===== src/rtl/adder_share_sequencer.sv =====
// Two-requester arbiter that runs 32-bit add/sub as two passes through one
// shared 16-bit adder. Define ARB_FIXED_PRIO_EN for fixed priority (req 0 wins).
module adder_share_sequencer #(
   parameter int ADD_W = 16
) (
   input  logic               clk,
   input  logic               rst,
   input  logic [1:0]         req,
   input  logic [1:0]         sub,
   input  logic [2*ADD_W-1:0] op_a0,
   input  logic [2*ADD_W-1:0] op_b0,
   input  logic [2*ADD_W-1:0] op_a1,
   input  logic [2*ADD_W-1:0] op_b1,
   output logic [1:0]         ack,
   output logic [1:0]         done,
   output logic [2*ADD_W-1:0] result,
   output logic               cout,
   output logic               ovf,
   output logic [ADD_W-1:0]   add_in1,
   output logic [ADD_W-1:0]   add_in2,
   output logic               add_cin,
   input  logic [ADD_W-1:0]   add_sum,
   input  logic               add_cout
);

   localparam int W = 2 * ADD_W;

   typedef enum logic [1:0] {
      IDLE,
      LO,
      HI,
      DONE
   } state_t;

   state_t           state;
   state_t           nxt;
   logic [W-1:0]     a_q;
   logic [W-1:0]     bx_q;
   logic             sub_q;
   logic             owner_q;
   logic             c16_q;
   logic [ADD_W-1:0] lo_q;
   logic [1:0]       grant;
   logic             win;
   logic [W-1:0]     sel_a;
   logic [W-1:0]     sel_b;
   logic             sel_sub;
`ifndef ARB_FIXED_PRIO_EN
   logic             last_q;
`endif

   always_comb begin
      grant = 2'b00;
`ifdef ARB_FIXED_PRIO_EN
      if (req[0]) begin
         grant = 2'b01;
      end else if (req[1]) begin
         grant = 2'b10;
      end
`else
      // A lone request is already one-hot; a tie goes to the other side.
      if (req == 2'b11) begin
         grant = last_q ? 2'b01 : 2'b10;
      end else begin
         grant = req;
      end
`endif
   end

   assign win     = grant[1];
   assign sel_a   = win ? op_a1 : op_a0;
   assign sel_b   = win ? op_b1 : op_b0;
   assign sel_sub = win ? sub[1] : sub[0];

   always_comb begin
      nxt     = state;
      ack     = 2'b00;
      done    = 2'b00;
      add_in1 = '0;
      add_in2 = '0;
      add_cin = 1'b0;
      unique case (state)
         IDLE: begin
            if (|req && !rst) begin
               ack = grant;
               nxt = LO;
            end
         end
         LO: begin
            add_in1 = a_q[ADD_W-1:0];
            add_in2 = bx_q[ADD_W-1:0];
            add_cin = sub_q;
            nxt     = HI;
         end
         HI: begin
            add_in1 = a_q[W-1:ADD_W];
            add_in2 = bx_q[W-1:ADD_W];
            add_cin = c16_q;
            nxt     = DONE;
         end
         DONE: begin
            done = owner_q ? 2'b10 : 2'b01;
            nxt  = IDLE;
         end
      endcase
   end

   always_ff @(posedge clk or posedge rst) begin
      if (rst) begin
         state   <= IDLE;
         a_q     <= '0;
         bx_q    <= '0;
         sub_q   <= 1'b0;
         owner_q <= 1'b0;
         c16_q   <= 1'b0;
         lo_q    <= '0;
         result  <= '0;
         cout    <= 1'b0;
         ovf     <= 1'b0;
`ifndef ARB_FIXED_PRIO_EN
         last_q  <= 1'b1;
`endif
      end else begin
         state <= nxt;
         unique case (state)
            IDLE: begin
               if (|req) begin
                  a_q     <= sel_a;
                  // Subtract is A + ~B + 1; keep B already inverted.
                  bx_q    <= sel_sub ? ~sel_b : sel_b;
                  sub_q   <= sel_sub;
                  owner_q <= win;
`ifndef ARB_FIXED_PRIO_EN
                  last_q  <= win;
`endif
               end
            end
            LO: begin
               lo_q  <= add_sum;
               c16_q <= add_cout;
            end
            HI: begin
               result <= {add_sum, lo_q};
               cout   <= add_cout;
               ovf    <= (a_q[W-1] == bx_q[W-1]) &&
                         (add_sum[ADD_W-1] != a_q[W-1]);
            end
            DONE: begin
            end
         endcase
      end
   end

endmodule


===== config.mk =====
export PLATFORM = sky130hd
export DESIGN_NAME = adder_share_sequencer
export DESIGN_NICKNAME = d
export VERILOG_FILES = /design/src/rtl/adder_share_sequencer.sv
export SDC_FILE = /design/constraint.sdc
export NUM_CORES = 1
export LEC_CHECK = 0
export BUFFER_PORTS_ARGS = -buffer_cell sky130_fd_sc_hd__buf_4
export CORE_ASPECT_RATIO = 1.5
export CORE_MARGIN = 2
export CORE_UTILIZATION = 43
export CTS_BUF_LIST = sky130_fd_sc_hd__clkbuf_2 sky130_fd_sc_hd__clkbuf_4 sky130_fd_sc_hd__clkbuf_8
export CTS_CLUSTER_SIZE = 20
export DETAILED_ROUTE_END_ITERATION = 6
export GPL_TIMING_DRIVEN = 1
export PLACE_DENSITY = 0.73
export SLEW_MARGIN = 20
export SYNTH_ARGS = -nofsm -noshare
export SYNTH_HDL_FRONTEND = slang
export SYNTH_SLANG_ARGS = --single-unit
export TNS_END_PERCENT = 30

===== constraint.sdc =====
create_clock -name clk -period 3.4 [get_ports clk]
set_input_delay 0.51 -clock clk [delete_from_list [all_inputs] [get_ports clk]]
set_output_delay 0.51 -clock clk [all_outputs]
set_load 0.05 [all_outputs]

# Word level (Yosys, flattened, before mapping)
# Index checks and enable logic that the tools add are counted.
[totals]
register_bits = 120
input_bits = 151
output_inout_bits = 71
word_cells = 40
[op_classes]
n_eq_ne = 7
n_mux = 15
n_bitwise = 1
reduce_logical = 6
[ops]
columns = ["op", "count"]
rows = [
  ["two-way mux 32 bit", 3],
  ["one-hot mux 16 bit (2 select lines)", 2],
  ["NOT 32 bit", 1],
  ["two-way mux 2 bit", 7],
  ["one-hot mux 2 bit (4 select lines)", 1],
  ["equality test 2 bit, second input constant", 3],
  ["equality test 2 x 1 -> 1 bit, second input constant", 1],
  ["logical AND 1 bit", 2],
  ["logical NOT 2 bit", 1],
  ["!= test 2 bit, second input constant", 1],
  ["one-hot mux 1 bit (2 select lines)", 1],
  ["AND reduction 2 bit", 1],
  ["OR reduction 2 bit", 1],
  ["equality test 1 bit", 1],
  ["logical NOT 1 bit", 1],
  ["two-way mux 1 bit", 1],
  ["!= test 1 bit", 1],
]

# Logic depth before layout (Yosys ltp)
[depth]
word_depth = 5
mapped_depth = 7
ltp_nobuf = 5

# Worst setup path before layout
# Ideal clock, no wire load.
[synth_timing]
path_type = "register -> output"
startpoint = "register state[0]"
endpoint = "output ack[0]"
arrival_time_ns = 2.280
setup_slack_ns = 0.610
stages_incl_launch_ff = 7
n_path_buf = 2
cell_sequence = "dfrtp_1 inv_1 ha_1 o21ai_1 buf_2 buf_2 nor3_1"
[synth_via]
elab_chain_len = 2
[synth_lines]
columns = ["element", "line_no", "text"]
rows = [
  ["from (decl)", "35", "state_t state;"],
  ["from (signal assigned)", "124", "state <= nxt;"],
  ["logical NOT 2 bit", "82", "unique case (state)"],
  ["two-way mux 2 bit", "82", ""],
  ["to (decl)", "14", "output logic [1:0] ack,"],
]
# Every way passes these cells.

# Worst setup path after layout
[layout_timing]
startpoint = "register state[0]"
endpoint = "output add_in1[15]"
[layout_via]
elab_chain_len = 2
elab_cells_between_ends = 3
classes_between = "eq/ne (2); mux (1)"
[layout_lines]
columns = ["element", "line_no", "text"]
rows = [
  ["equality test 2 bit or equality test 2 x 1 -> 1 bit (tied branches)", "82", ""],
  ["one-hot mux 16 bit (2 select lines) (*)", "82", ""],
  ["to (decl)", "19", "output logic [ADD_W-1:0] add_in1,"],
]
# Every way passes the cells marked *; elsewhere a longest branch is shown, timed or not.

==> impl_metrics.tcl <==
set metrics [dict create \
    synth.distinct_cells 25 \
    stdcell_count 979 \
    fin_util_pct 59.9 \
    finalWirelength_mm 15.5 \
    yosysMostFrequentCell "dfrtp_1" \
    post_cts_buffers 0 \
    fin_nets 930 \
    ir_worst_vdd_mv 0.501 \
    clockBufferDepth 2 \
    cts_hold_buffers 0 \
    grt.overflow.total 0 \
    synthTopCellsByArea "dfrtp_1 48%, mux2i_1 10%, mux2_2 9.2%" \
    syn_area_um2 6240 \
    cts_tree "yes" \
    fin_crit_ns 2.95 \
    place_congestion 0.767 \
    dpl_cell_area_um2 8010 \
    num_rows 53 \
    powerDensity_nw_per_um2 1010 \
    synth_edf_count 0 \
    grt_first_pass_wirelength_mm 24.3 \
    drive_gt1_share_pct 40.7 \
    max_stage_delay_ns 0.99 \
    crit_family "adder cells" \
    ys_warn_count 0 \
    hold_path.class "input pin to async pin" \
    worst-path-max-fanout 34 \
    yosysTopAreaCellShare_pct 47.8 \
    yosys_most_used_dff "dfrtp_1" \
    period_share_pct 86.7 \
    fin_hold_ws_ns 0.218 \
    clock.fmax_mhz 339 \
    fin_area_um2 8460 \
    avgSynthCellArea_um2 10.9 \
    grt_setup_unrepaired "no" \
    clock_sinks 120 \
    status "finished, final reports clean" \
    critPathKind "flip-flop to output port" \
    dr.first_iter.drc_count 129 \
    ios 222 \
    fin_total_pwr_mw 8.56 \
    die_y_um 151 \
    path_cells "inv_1 -> ha_1 -> nor2b_1 -> buf_4" \
    die-area_um2 15500 \
    maxSlewViolCount 0 \
    crit_buf_inv 2 \
    wl_per_cell_um 15.8 \
    dr.pass1.iters 4 \
    synth_nets 726 \
    num_antenna_cells 0 \
    gr-usage-all-layers_pct 20.3 \
    yosysTopAreaCell "dfrtp_1" \
    finalWorstSetupSlack_ns 0.452 \
    portBuffers 221 \
    async_flop_share_pct 100 \
    cts_buffers 17 \
    drc_errors 0 \
    antenna_found_initial 0 \
    slew_headroom_pct 30.3 \
    cp-end-kind "output port" \
    synth_common_cells "119 x dfrtp_1, 69 x nand2_1, 65 x mux2i_1, 64 x xor2_1, 51 x mux2_2" \
    p_leak_nw 4.02 \
    core_area_um2 14100 \
    setup_viol 0 \
    cap_viol_max_count 0 \
    dp_cells 947 \
    hold_viol_final 0 \
    initial_core_util_pct 44.1 \
    grt_pass1_vias 5096 \
    antenna_left 0 \
    start_kind "flip-flop" \
    worst_pin_slew_ns 1.05 \
    grt_max_degree 82 \
    clock_latency_ns 0.43 \
    crit_arrival_ns 2.44 \
    ys_ff_latch 120 \
    tns_ns 0 \
    place_hpwl_mm 11.4 \
    routed_via_density 4.95 \
    htreeDepth 4 \
    clk_pin_slew_ns 0.07 \
    ys_seq_area_share_pct 48.2 \
    cp.required_ns 2.89 \
    area_growth_pct 35.6 \
    die_w_um 102 \
    skew_ns 0.0120 \
    ctsResizeCount 0 \
    synthCells 570 \
    crit_path_top_delay_cell "ha_1" \
    num_vias 4850 \
    clockRootBuffer "clkbuf_8" \
    dpl_worst_slack_ns 0.923 \
]
## state kept, by name, indices dropped and copies added (netlist names)
name / cells
a_q: 32
bx_q: 32
c16_q: 1
cout: 1
last_q: 1
lo_q: 16
ovf: 1
owner_q: 1
result: 32
state: 2
sub_q: 1
## layout by cell type (no fill, tap or decap), types with 2 or more instances in the layout
cell type and n:
buf_4 230, dfrtp_1 119, nand2_1 69, mux2i_1 65, xor2_1 64, mux2_2 51, o21ai_0 37, nor2b_1 34
a22oi_1 33, o21ai_1 28, clkbuf_8 17, nor2_1 4, bufinv_16 4, clkinv_4 4, inv_6 4, a21oi_1 3
ha_1 3, inv_1 2, a31oi_1 2, clkinvlp_4 2, ha_2 2
## routing by layer
layer | routed length [um] | global-route usage [%] | up-vias
met5 | 0 | 0 | -
met3 | 715 | 3.90 | 19
li1 | - | - | 2361
met4 | 252 | 7.07 | 0
met1 | 6040 | 23.2 | 2316
met2 | 8440 | 37.1 | 154
## worst reg2reg max path, stage by stage, from the launching register on
cell,delay (ns)
dfrtp_1,0.43
inv_1,0.10
ha_2,0.76
buf_4,0.30
mux2_2,0.36
## area by class of cell
| cell class | instances | area, um2 |
|---|---|---|
| multi-input cells | 401 | 3000 |
| inverters | 3 | 15.0 |
| repair buffers | 231 | 1750 |
| flip-flops and latches | 120 | 3000 |
| well taps | 192 | 240 |
| clock buffers | 17 | 234 |
| fillers | 1230 | 5670 |
| clock inverters | 15 | 214 |
## power by group
part           switching [mW]  total (mW)  internal [mW]  leakage [nW]
sequential              0.397        2.56           2.16          1.44
clock                   0.614        1.43          0.816         0.223
combinational            2.88        4.57           1.69          2.36
total                    3.89        8.56           4.67          4.02
## cell families (layout without fill, tap and decap cells)
family	count (synthesis)	after routing	synth area share, %
compound gates	106	106	10.0
xor+xnor	64	64	8.99
fa+ha+maj	5	5	1.00
buf+inv	49	266	4.05
flops	120	120	48.2
mux	116	116	19.6
simple gates	110	110	8.13
## path summary, 6_finish.rpt
check,cells after the start,from,to,slack (ns)
worst max-delay path,4,state[0]$_DFFE_PP0P_,add_in1[15],0.45
worst min-delay path,3,rst,lo_q[8]$_DFFE_PP0N_,0.22
worst max register to register,4,state[1]$_DFFE_PP0P_,lo_q[0]$_DFFE_PP0N_,1.34
worst min register to register,2,a_q[15]$_DFFE_PP0P_,a_q[15]$_DFFE_PP0P_,0.48
max in group asynchronous,3,rst,a_q[31]$_DFFE_PP0P_,2.77
min in group clk,2,req[0],last_q$_DFFE_PP1P_,0.31
Note: power is estimated with default switching activity, not from simulation.
